`config.mk`:
```
export PLATFORM = sky130hd
export DESIGN_NAME = rtc_calendar_flat
export DESIGN_NICKNAME = d
export VERILOG_FILES = /design/src/rtl/rtc_calendar_pkg.sv /design/src/rtl/rtc_calendar_if.sv /design/src/rtl/rtc_days_in_month.sv /design/src/rtl/rtc_calendar.sv /design/src/flat_wrapper.sv
export SDC_FILE = /design/constraint.sdc
export NUM_CORES = 1
export LEC_CHECK = 0
export CAP_MARGIN = 20
export CORE_MARGIN = 5
export CORE_UTILIZATION = 49
export CTS_CLUSTER_SIZE = 24
export DETAILED_ROUTE_END_ITERATION = 7
export PLACE_DENSITY = 0.77
export SYNTH_ARGS = -nofsm -noshare
export SYNTH_HDL_FRONTEND = slang
export SYNTH_SLANG_ARGS = --single-unit
```
`constraint.sdc`:
```
create_clock -name clk -period 3.8 [get_ports clk]
set_clock_uncertainty 0.2 [all_clocks]
set_input_delay 0.57 -clock clk [delete_from_list [all_inputs] [get_ports clk]]
set_output_delay 0.57 -clock clk [all_outputs]
set_load 0.05 [all_outputs]
```
`src/rtl/rtc_calendar_pkg.sv`:
```
// Shared types and constants for the real-time calendar counter.
package rtc_pkg;

  // Width of every time/date field
  localparam int RTC_W = 7;

  // Upper range limits for the time/date fields
  localparam logic [RTC_W-1:0] SEC_MAX   = 7'd59;
  localparam logic [RTC_W-1:0] MIN_MAX   = 7'd59;
  localparam logic [RTC_W-1:0] HOUR_MAX  = 7'd23;
  localparam logic [RTC_W-1:0] MONTH_MAX = 7'd12;
  localparam logic [RTC_W-1:0] YEAR_MAX  = 7'd99;

  // Lower limits of the one-based fields
  localparam logic [RTC_W-1:0] DAY_MIN   = 7'd1;
  localparam logic [RTC_W-1:0] MONTH_MIN = 7'd1;

  // Reset date: 00:00:00 1/1/2000
  localparam logic [RTC_W-1:0] RST_SEC   = 7'd0;
  localparam logic [RTC_W-1:0] RST_MIN   = 7'd0;
  localparam logic [RTC_W-1:0] RST_HOUR  = 7'd0;
  localparam logic [RTC_W-1:0] RST_DAY   = 7'd1;
  localparam logic [RTC_W-1:0] RST_MONTH = 7'd1;
  localparam logic [RTC_W-1:0] RST_YEAR  = 7'd0;

  // Complete calendar state
  typedef struct packed {
    logic [RTC_W-1:0] sec;
    logic [RTC_W-1:0] min;
    logic [RTC_W-1:0] hour;
    logic [RTC_W-1:0] day;
    logic [RTC_W-1:0] month;
    logic [RTC_W-1:0] year;
  } rtc_time_t;

  localparam rtc_time_t RST_TIME = '{
    sec:   RST_SEC,
    min:   RST_MIN,
    hour:  RST_HOUR,
    day:   RST_DAY,
    month: RST_MONTH,
    year:  RST_YEAR
  };

endpackage

```
`src/rtl/rtc_calendar_if.sv`:
```
// Load/control inputs and calendar outputs of the RTC, bundled as one port.
interface rtc_calendar_if;
  import rtc_pkg::*;

  logic             run;
  logic             set_valid;
  logic [RTC_W-1:0] set_sec;
  logic [RTC_W-1:0] set_min;
  logic [RTC_W-1:0] set_hour;
  logic [RTC_W-1:0] set_day;
  logic [RTC_W-1:0] set_month;
  logic [RTC_W-1:0] set_year;
  logic             set_err;
  logic             tick_1hz;
  logic [RTC_W-1:0] Sec;
  logic [RTC_W-1:0] Min;
  logic [RTC_W-1:0] Hour;
  logic [RTC_W-1:0] Day;
  logic [RTC_W-1:0] Month;
  logic [RTC_W-1:0] Year;

  // Controller side: drives run/load, observes the calendar
  modport master (
    output run, set_valid, set_sec, set_min, set_hour, set_day, set_month, set_year,
    input  set_err, tick_1hz, Sec, Min, Hour, Day, Month, Year
  );

  // Calendar side
  modport slave (
    input  run, set_valid, set_sec, set_min, set_hour, set_day, set_month, set_year,
    output set_err, tick_1hz, Sec, Min, Hour, Day, Month, Year
  );

endinterface

```
`src/rtl/rtc_days_in_month.sv`:
```
// Number of days in a given month of a given year 2000..2099.
module rtc_days_in_month
  import rtc_pkg::*;
(
  input  logic [RTC_W-1:0] month,
  input  logic [RTC_W-1:0] year,
  output logic [4:0]       days
);

  logic leap;

  // Every multiple of four in 2000..2099 is a leap year, including 2000 itself
  assign leap = ((year % 7'd4) == 7'd0);

  // Month length lookup; out-of-range months fall into the 31-day default and
  // are rejected separately by the load range checks
  always_comb begin
    days = 5'd31;
    case (month)
      7'd2:                      days = leap ? 5'd29 : 5'd28;
      7'd4, 7'd6, 7'd9, 7'd11:   days = 5'd30;
      default:                   days = 5'd31;
    endcase
  end

endmodule

```
`src/rtl/rtc_calendar.sv`:
```
// Real-time calendar: 1 Hz prescaler, sec..year carry chain, validated load.
module rtc_calendar
  import rtc_pkg::*;
#(
  parameter int CLK_HZ = 50_000_000
) (
  input  logic          clk,
  input  logic          rst_n,
  rtc_calendar_if.slave bus
);

  localparam int            PW       = (CLK_HZ > 2) ? $clog2(CLK_HZ) : 1;
  localparam logic [PW-1:0] PRE_LAST = PW'(CLK_HZ - 1);

  logic [PW-1:0] pre_q, pre_d;
  rtc_time_t     time_q, time_d;
  logic          tick_q, tick_d;
  logic          err_q, err_d;

  rtc_time_t     set_time;
  rtc_time_t     adv_time;
  logic [4:0]    cur_dim;
  logic [4:0]    set_dim;
  logic          set_ok;
  logic          wrap;

  assign set_time = '{
    sec:   bus.set_sec,
    min:   bus.set_min,
    hour:  bus.set_hour,
    day:   bus.set_day,
    month: bus.set_month,
    year:  bus.set_year
  };

  // Length of the current month drives the day carry
  rtc_days_in_month u_cur_dim (
    .month (time_q.month),
    .year  (time_q.year),
    .days  (cur_dim)
  );

  // Length of the requested month bounds the requested day
  rtc_days_in_month u_set_dim (
    .month (bus.set_month),
    .year  (bus.set_year),
    .days  (set_dim)
  );

  // A load is accepted only if the whole date/time it describes is real
  always_comb begin
    set_ok = (bus.set_sec   <= SEC_MAX)   &&
             (bus.set_min   <= MIN_MAX)   &&
             (bus.set_hour  <= HOUR_MAX)  &&
             (bus.set_month >= MONTH_MIN) &&
             (bus.set_month <= MONTH_MAX) &&
             (bus.set_year  <= YEAR_MAX)  &&
             (bus.set_day   >= DAY_MIN)   &&
             (bus.set_day   <= RTC_W'(set_dim));
  end

  // Full one-second carry chain from seconds to year, resolved in one cycle
  always_comb begin
    adv_time = time_q;
    if (time_q.sec != SEC_MAX) begin
      adv_time.sec = time_q.sec + 1'b1;
    end else begin
      adv_time.sec = '0;
      if (time_q.min != MIN_MAX) begin
        adv_time.min = time_q.min + 1'b1;
      end else begin
        adv_time.min = '0;
        if (time_q.hour != HOUR_MAX) begin
          adv_time.hour = time_q.hour + 1'b1;
        end else begin
          adv_time.hour = '0;
          if (time_q.day != RTC_W'(cur_dim)) begin
            adv_time.day = time_q.day + 1'b1;
          end else begin
            adv_time.day = DAY_MIN;
            if (time_q.month != MONTH_MAX) begin
              adv_time.month = time_q.month + 1'b1;
            end else begin
              adv_time.month = MONTH_MIN;
              adv_time.year  = (time_q.year == YEAR_MAX) ? '0 : time_q.year + 1'b1;
            end
          end
        end
      end
    end
  end

  assign wrap = bus.run && (pre_q == PRE_LAST);

  // Next state: prescaler/advance first, then an accepted load overrides both
  always_comb begin
    pre_d  = pre_q;
    time_d = time_q;
    tick_d = 1'b0;
    err_d  = 1'b0;
    if (wrap) begin
      pre_d  = '0;
      time_d = adv_time;
      tick_d = 1'b1;
    end else if (bus.run) begin
      pre_d = pre_q + 1'b1;
    end
    if (bus.set_valid) begin
      if (set_ok) begin
        time_d = set_time;
        pre_d  = '0;
        tick_d = 1'b0;
      end else begin
        err_d = 1'b1;
      end
    end
  end

  // State registers with asynchronous return to the reset date
  always_ff @(posedge clk or negedge rst_n) begin
    if (!rst_n) begin
      pre_q  <= '0;
      time_q <= RST_TIME;
      tick_q <= 1'b0;
      err_q  <= 1'b0;
    end else begin
      pre_q  <= pre_d;
      time_q <= time_d;
      tick_q <= tick_d;
      err_q  <= err_d;
    end
  end

  assign bus.Sec      = time_q.sec;
  assign bus.Min      = time_q.min;
  assign bus.Hour     = time_q.hour;
  assign bus.Day      = time_q.day;
  assign bus.Month    = time_q.month;
  assign bus.Year     = time_q.year;
  assign bus.tick_1hz = tick_q;
  assign bus.set_err  = err_q;

endmodule
```
`src/flat_wrapper.sv`:
```
// flat-port wrapper written by rule: the top's interface ports become plain ports
module rtc_calendar_flat import rtc_pkg::*;
#(
  parameter int CLK_HZ = 50_000_000
)
  (clk, rst_n, bus_run, bus_set_valid, bus_set_sec, bus_set_min, bus_set_hour, bus_set_day, bus_set_month, bus_set_year, bus_set_err, bus_tick_1hz, bus_Sec, bus_Min, bus_Hour, bus_Day, bus_Month, bus_Year);
  rtc_calendar_if bus_i ();
  input  logic clk;
  input  logic rst_n;
  input wire logic [$bits(bus_i.run)-1:0] bus_run;
  input wire logic [$bits(bus_i.set_valid)-1:0] bus_set_valid;
  input wire logic [$bits(bus_i.set_sec)-1:0] bus_set_sec;
  input wire logic [$bits(bus_i.set_min)-1:0] bus_set_min;
  input wire logic [$bits(bus_i.set_hour)-1:0] bus_set_hour;
  input wire logic [$bits(bus_i.set_day)-1:0] bus_set_day;
  input wire logic [$bits(bus_i.set_month)-1:0] bus_set_month;
  input wire logic [$bits(bus_i.set_year)-1:0] bus_set_year;
  output wire logic [$bits(bus_i.set_err)-1:0] bus_set_err;
  output wire logic [$bits(bus_i.tick_1hz)-1:0] bus_tick_1hz;
  output wire logic [$bits(bus_i.Sec)-1:0] bus_Sec;
  output wire logic [$bits(bus_i.Min)-1:0] bus_Min;
  output wire logic [$bits(bus_i.Hour)-1:0] bus_Hour;
  output wire logic [$bits(bus_i.Day)-1:0] bus_Day;
  output wire logic [$bits(bus_i.Month)-1:0] bus_Month;
  output wire logic [$bits(bus_i.Year)-1:0] bus_Year;
  assign bus_i.run = bus_run;
  assign bus_i.set_valid = bus_set_valid;
  assign bus_i.set_sec = bus_set_sec;
  assign bus_i.set_min = bus_set_min;
  assign bus_i.set_hour = bus_set_hour;
  assign bus_i.set_day = bus_set_day;
  assign bus_i.set_month = bus_set_month;
  assign bus_i.set_year = bus_set_year;
  assign bus_set_err = bus_i.set_err;
  assign bus_tick_1hz = bus_i.tick_1hz;
  assign bus_Sec = bus_i.Sec;
  assign bus_Min = bus_i.Min;
  assign bus_Hour = bus_i.Hour;
  assign bus_Day = bus_i.Day;
  assign bus_Month = bus_i.Month;
  assign bus_Year = bus_i.Year;
  rtc_calendar #(.CLK_HZ(CLK_HZ)) u_core (.clk(clk), .rst_n(rst_n), .bus(bus_i));
endmodule
```
==> results of run 1 <==
[how the worst min path moves through the flow]
stage,slack [ps],cells past startpoint,end
floorplan,70,0,u_core.bus.Day[1]
global placement,320,2,u_core.pre_q[23]
detailed placement,340,2,u_core.pre_q[25]
CTS,190,1,u_core.pre_q[0]
global route,360,2,u_core.pre_q[0]
finish,350,2,u_core.pre_q[0]
[sequential cells by signal, indices dropped and copies added, names as in the netlist]
name and cells:
u_core.bus.Year 7, u_core.pre_q 26, u_core.bus.Sec 7, u_core.bus.Min 7
u_core.bus.Day 7, u_core.bus.tick_1hz 1, u_core.bus.Hour 7, u_core.bus.set_err 1
u_core.bus.Month 7
[cells in the final DEF (no fill, tap or decap), drive strengths merged, types with 13 or more instances in the layout]
cell            n
nand2          56
and3           14
nor3           21
nand4          22
ha             13
clkdlybuf4s50  88
xnor2          21
xor2           14
dfrtp          68
nand3          24
o21ai          32
a21oi          24
nor2           61
[logic make-up (layout without fill, tap and decap cells)]
family	count (synthesis)	after routing	share of synthesized area (%)
AND/OR/NAND/NOR	248	248	30.9
XOR/XNOR	35	35	7.13
buffers and inverters	29	127	2.74
AO/OA/AOI/OAI	93	93	13.2
flip-flops	70	70	40.8
multiplexers	6	6	1.43
adder cells (fa/ha/maj)	13	13	3.78
[routing by layer]
| layer | global-route usage [%] | wire (µm) |
|---|---|---|
| met5 | 0 | 0 |
| met4 | 8.14 | 271 |
| met3 | 4.42 | 688 |
| met2 | 35.6 | 5640 |
| met1 | 28.4 | 5060 |
[what timing repair did]
item / in CTS / in global routing
hold endpoints to repair: 0 / 2
hold buffers: 0 / 1
endpoints found under the setup margin: 0 / 0
[power by group]
group / switching (mW) / internal [mW] / total, mW
combinational: 0.104 / 0.104 / 0.208
clock: 0.291 / 0.406 / 0.696
sequential: 0.0479 / 0.786 / 0.834
total: 0.443 / 1.30 / 1.74
[through the flow]
step | power (mW) | utilization (%)
after floorplan | 0.946 | -
after global placement | 1.04 | 61.5
after detailed placement | 1.05 | 61.5
after CTS | 1.75 | 64.2
after global routing | 1.81 | 64.5
final | 1.74 | 64.5
[worst register-to-register path: stages (launching register included)]
cell,delay [ps]
dfstp_2,590
inv_1,110
ha_1,220
nor3b_2,180
a211o_1,340
o211ai_2,240
nand2_1,290
o41ai_1,410
o21ai_0,130
[final cells by class]
class,instances,area (µm²),area share [%]
Sequential cell,70,1750,31.5
Timing Repair Buffer,100,983,17.6
Clock buffer,11,151,2.72
Tap cell,108,135,2.42
Clock inverter,5,81.3,1.46
Multi-Input combinational cell,395,2430,43.5
Inverter,11,41.3,0.741
==> impl_metrics.toml, run 1 <==
[clock_tree]
clockRootBuffer = "clkbuf_8"
clock-sinks = 70
htreeDepth = 3
cts_resized = 0
cts_tree = "yes"
cts_setup_buffers = 0
clockBufferDepth = 2
clock_latency_ps = 350
cts_buffers = 9
path_clk_slew_ps = 80

[routing]
first_iter_violations = 263
wl_um = 11700
wl_per_cell_um = 16.7
viasPerCell = 5.90
drc = 0
dr.pass1.iters = 5
ant_nets = 0
vias = 4133

[setup_path]
crit_slowest_cell = "and3_2"
worst_ep_arrival_time_ps = 3080
path_buf_inv = 2
reg2reg_from = "u_core.bus.Month[0]"
crit_chain = "clkdlybuf4s50_1 > nor3_1 > and4b_1 > ha_1 > a21o_1 > a21oi_1 > and3_2 > buf_4 > a211o_1 > o21ai_0"
required_ps = 3820
worst-path-stages = 10
r2r_end = "u_core.bus.Year[6]"
worstSetupStartpointType = "primary input"
crit_end = "u_core.bus.Day[4]"
worstPathMaxFanout = 14
rr_worst_depth = 8
cp-end-kind = "flop"
reg2reg_slack_ps = 970
cp_slowest_stage_delay_ps = 430
setup.worst_path.start = "bus_set_month[5]"
critPathKind = "primary input to flop"
crit_family = "simple AND/OR/NAND/NOR gates"

[global_routing]
grt-ovfl-total = 0
grt_first_pass_wirelength_um = 19700
grt_usage_pct = 21.7
grt_antenna_before_repair = 0
grt_max_degree = 42
grt_pass1_vias = 4022

[logic_synthesis]
synthFlopType = "dfrtp_1"
synth_most_common_cell = "dfrtp_1"
mappedNetlistNets = 553
synthCells = 494
synth_edf_count = 0
netlist.area_leader.share_pct = 39.6
async_reset_ff_share_pct = 100
synth_common_cells = "dfrtp_1, nor2_1, nand2_1, o21ai_0, a21oi_1"
syn_area_um2 = 4300
yosysSeqAreaShare_pct = 40.8
yosys_warnings = 0
synth_area_leaders = "dfrtp_1, nor2_1, nand2_1"
synth.distinct_cells = 63
syn_avg_cell_area_um2 = 8.70
synth-seq-cells = 70
synth_top_area_cell = "dfrtp_1"

[floorplan]
rows = 34
core_area_um2 = 8640
initial_core_util_pct = 49.8
fp.dieArea_um2 = 10700
chipHeight_um = 104
die_width_um = 104
boundaryPins = 90

[pwr]
ir_worst_vdd_v = 0.000146
cellLeakagePower_nw = 2.31
power.density_nw_per_um2 = 312

[run]
max-cap-violations = 0

[final_layout]
num_antenna_cells = 0
drive_above_1_share_pct = 7.09
layout.cells.non_filler = 700
syn_to_final_growth_pct = 29.7
fillers = 707
layout.nets = 646
stdcell_area_um2 = 5570

[sta]
slew_violations = 0
min_period_ps = 3060
fin_ws_ps = 742
worst_slew_pin_slew_ps = 596
setup_tns_ps = 0
holdWs_ps = 353
rsz0062_at_grt = "false"
post-route-period-util_pct = 80.5
slew_headroom_pct = 60.0
fmax_ghz = 0.327
report.final.hold_viol_count = 0
setup_viol = 0

[placement]
dp_cells = 682
portBuffers = 89
place_congestion = 0.871
place_area_um2 = 5310
dpl_worst_slack_ps = 406
dp_hpwl_um = 8620

[hold_path]
hold_class = "primary input to async pin"

[run_status]
status = "finished, final reports clean"
No activity file was read; power rests on OpenSTA's default activity.
==> run 2: changes to the inputs <==
==> constraint.sdc (replaced) <==
create_clock -name clk -period 3.1 [get_ports clk]
set_clock_uncertainty 0.2 [all_clocks]
set_input_delay 0.465 -clock clk [delete_from_list [all_inputs] [get_ports clk]]
set_output_delay 0.465 -clock clk [all_outputs]
set_load 0.05 [all_outputs]
==> run 2 against run 1 <==
Net effect:
- combinational power grew 28%
- wire length down 0.17%
- final cell count up 1.4%
- core utilization up 1.6 points
- worst setup slack lost 500 ps
- global-route usage is 0.40 points lower
- count of clock-buffer cells in the layout shrank 1
- non-clock buffer count increased by 10
==> impl_metrics.toml, run 2 (synthesis gave the netlist of run 1 again) <==
[final_layout]
layout.cells.non_filler = 710
stdcell_area_um2 = 5710
largest_register_ffs = 26
final_common_cell = "clkdlybuf4s50_1"
drive_above_1_share_pct = 8.64
largest-register = "u_core.pre_q"
syn_to_final_growth_pct = 32.9
layout_common_cells = "clkdlybuf4s50_1, dfrtp_1, nor2_1"
fillers = 708
num_antenna_cells = 0
fin_util_pct = 66.1
layout.nets = 656

[clock_tree]
postCtsHoldBufs = 1
clockBufferDepth = 2
clockRootBuffer = "clkbuf_8"
cts_setup_buffers = 0
cts_resized = 0
cts_tree = "yes"
cts_buffers = 9
clock_latency_ps = 350
path_clk_slew_ps = 80
clock-sinks = 70
htreeDepth = 3

[floorplan]
chipHeight_um = 104
fp.dieArea_um2 = 10700
initial_core_util_pct = 49.8
core_area_um2 = 8640
rows = 34
boundaryPins = 90
die_width_um = 104

[global_routing]
grt_first_pass_wirelength_um = 19500
grt_antenna_before_repair = 0
grt_usage_pct = 21.3
grt-ovfl-total = 0
grt_pass1_vias = 4033
grt_max_degree = 43

[placement]
dpl_worst_slack_ps = -27.9
portBuffers = 89
dp_cells = 693
dp_hpwl_um = 8660
place_congestion = 0.865
place_area_um2 = 5430

[setup_path]
worstSetupStartpointType = "flop"
reg2reg_slack_ps = 240
crit_chain = "inv_1 > ha_1 > nor3b_2 > a211o_1 > o211ai_2 > nand2_1 > o41ai_1 > o21ai_0"
r2r_end = "u_core.bus.Year[6]"
cp-end-kind = "flop"
crit_end = "u_core.bus.Year[6]"
worstPathMaxFanout = 9
required_ps = 3130
reg2reg_from = "u_core.bus.Month[0]"
crit_slowest_cell = "dfstp_2"
setup.worst_path.start = "u_core.bus.Month[0]"
cp_slowest_stage_delay_ps = 590
critPathKind = "flop to flop"
rr_worst_depth = 8
worst_ep_arrival_time_ps = 2890

[sta]
slew_violations = 0
fmax_ghz = 0.349
worst_slew_pin_slew_ps = 737
post-route-period-util_pct = 92.3
setup_viol = 0
report.final.hold_viol_count = 0
min_period_ps = 2860
slew_headroom_pct = 50.9
fin_ws_ps = 238
holdWs_ps = 351
rsz0062_at_grt = "false"

[hold_path]
worstHoldStart = "u_core.pre_q[23]"
hold_class = "flop to flop"
holdPathStages = 2

[routing]
dr.pass1.iters = 5
wl_um = 11600
vias = 4189
first_iter_violations = 229
drc = 0
ant_nets = 0
viasPerCell = 5.90
wl_per_cell_um = 16.4

[pwr]
cellLeakagePower_nw = 2.38
swShare_pct = 24.6
p_comb_share_pct = 11.6
p_sw_mw = 0.564
internal-power_mw = 1.73
p_seq_share_pct = 44.6
power.density_nw_per_um2 = 402
pwr-share-clk_pct = 43.7
ir_worst_vdd_v = 0.000206

[run]
max-cap-violations = 0

[run_status]
status = "finished, final reports clean"
[run 2: worst min-delay path by stage]
stage	endpoint	slack, ps
final	u_core.pre_q[23]	350
after global routing	u_core.pre_q[23]	370
after CTS	u_core.pre_q[25]	350
after detailed placement	u_core.pre_q[23]	330
after global placement	u_core.pre_q[25]	320
after floorplan	u_core.bus.Day[1]	-30
[run 2: layout make-up]
class / instances / area, µm² / area share (%)
clock inverter: 6 / 133 / 2.32
clock buffer: 10 / 138 / 2.41
timing repair buffer: 110 / 1080 / 19.0
multi-input combinational: 395 / 2430 / 42.5
inverter: 11 / 41.3 / 0.723
tap: 108 / 135 / 2.37
sequential: 70 / 1750 / 30.7
[run 2: through the flow]
stage	setup TNS (ps)	total power [mW]
2_1_floorplan	0	1.16
3_3_place_gp	0	1.29
3_5_place_dp	-43.1	1.31
4_1_cts	0	2.31
5_1_grt	0	2.38
6_report	0	2.30
[run 2: routing by layer]
metal	vias to the layer above	GRT usage, %	share of wire, %
li1	2006	-	-
met1	2012	27.3	42
met2	154	35.8	50
met3	17	4.42	6.8
met4	0	7.40	1.7
met5	-	0	0
[run 2: power by group through the flow]
stage               sequential [mW]  combinational (mW)  clock [mW]
CTS                            1.02               0.272        1.01
detailed placement             1.04               0.268           0
global route                   1.03               0.295        1.05
global placement               1.03               0.254           0
floorplan                      1.05               0.109           0
finish                         1.02               0.267        1.00
[run 2: critical path: cells and delay by family, from the launching register on]
family | cells | cell delay (ps)
simple gates | 2 | 470
fa+ha+maj | 1 | 220
compound gates | 4 | 1160
flops | 1 | 590
buf+inv | 1 | 100
==> run 3: changes to the inputs <==
--- a/config.mk
+++ b/config.mk
@@ -10,6 +10,7 @@
 export CORE_UTILIZATION = 49
 export CTS_CLUSTER_SIZE = 24
 export DETAILED_ROUTE_END_ITERATION = 7
+export HOLD_SLACK_MARGIN = 0.06
 export PLACE_DENSITY = 0.77
 export SYNTH_ARGS = -nofsm -noshare
 export SYNTH_HDL_FRONTEND = slang
==> results of run 3 <==
No change in the layout: final DEF, timing and power equal those of run 2.
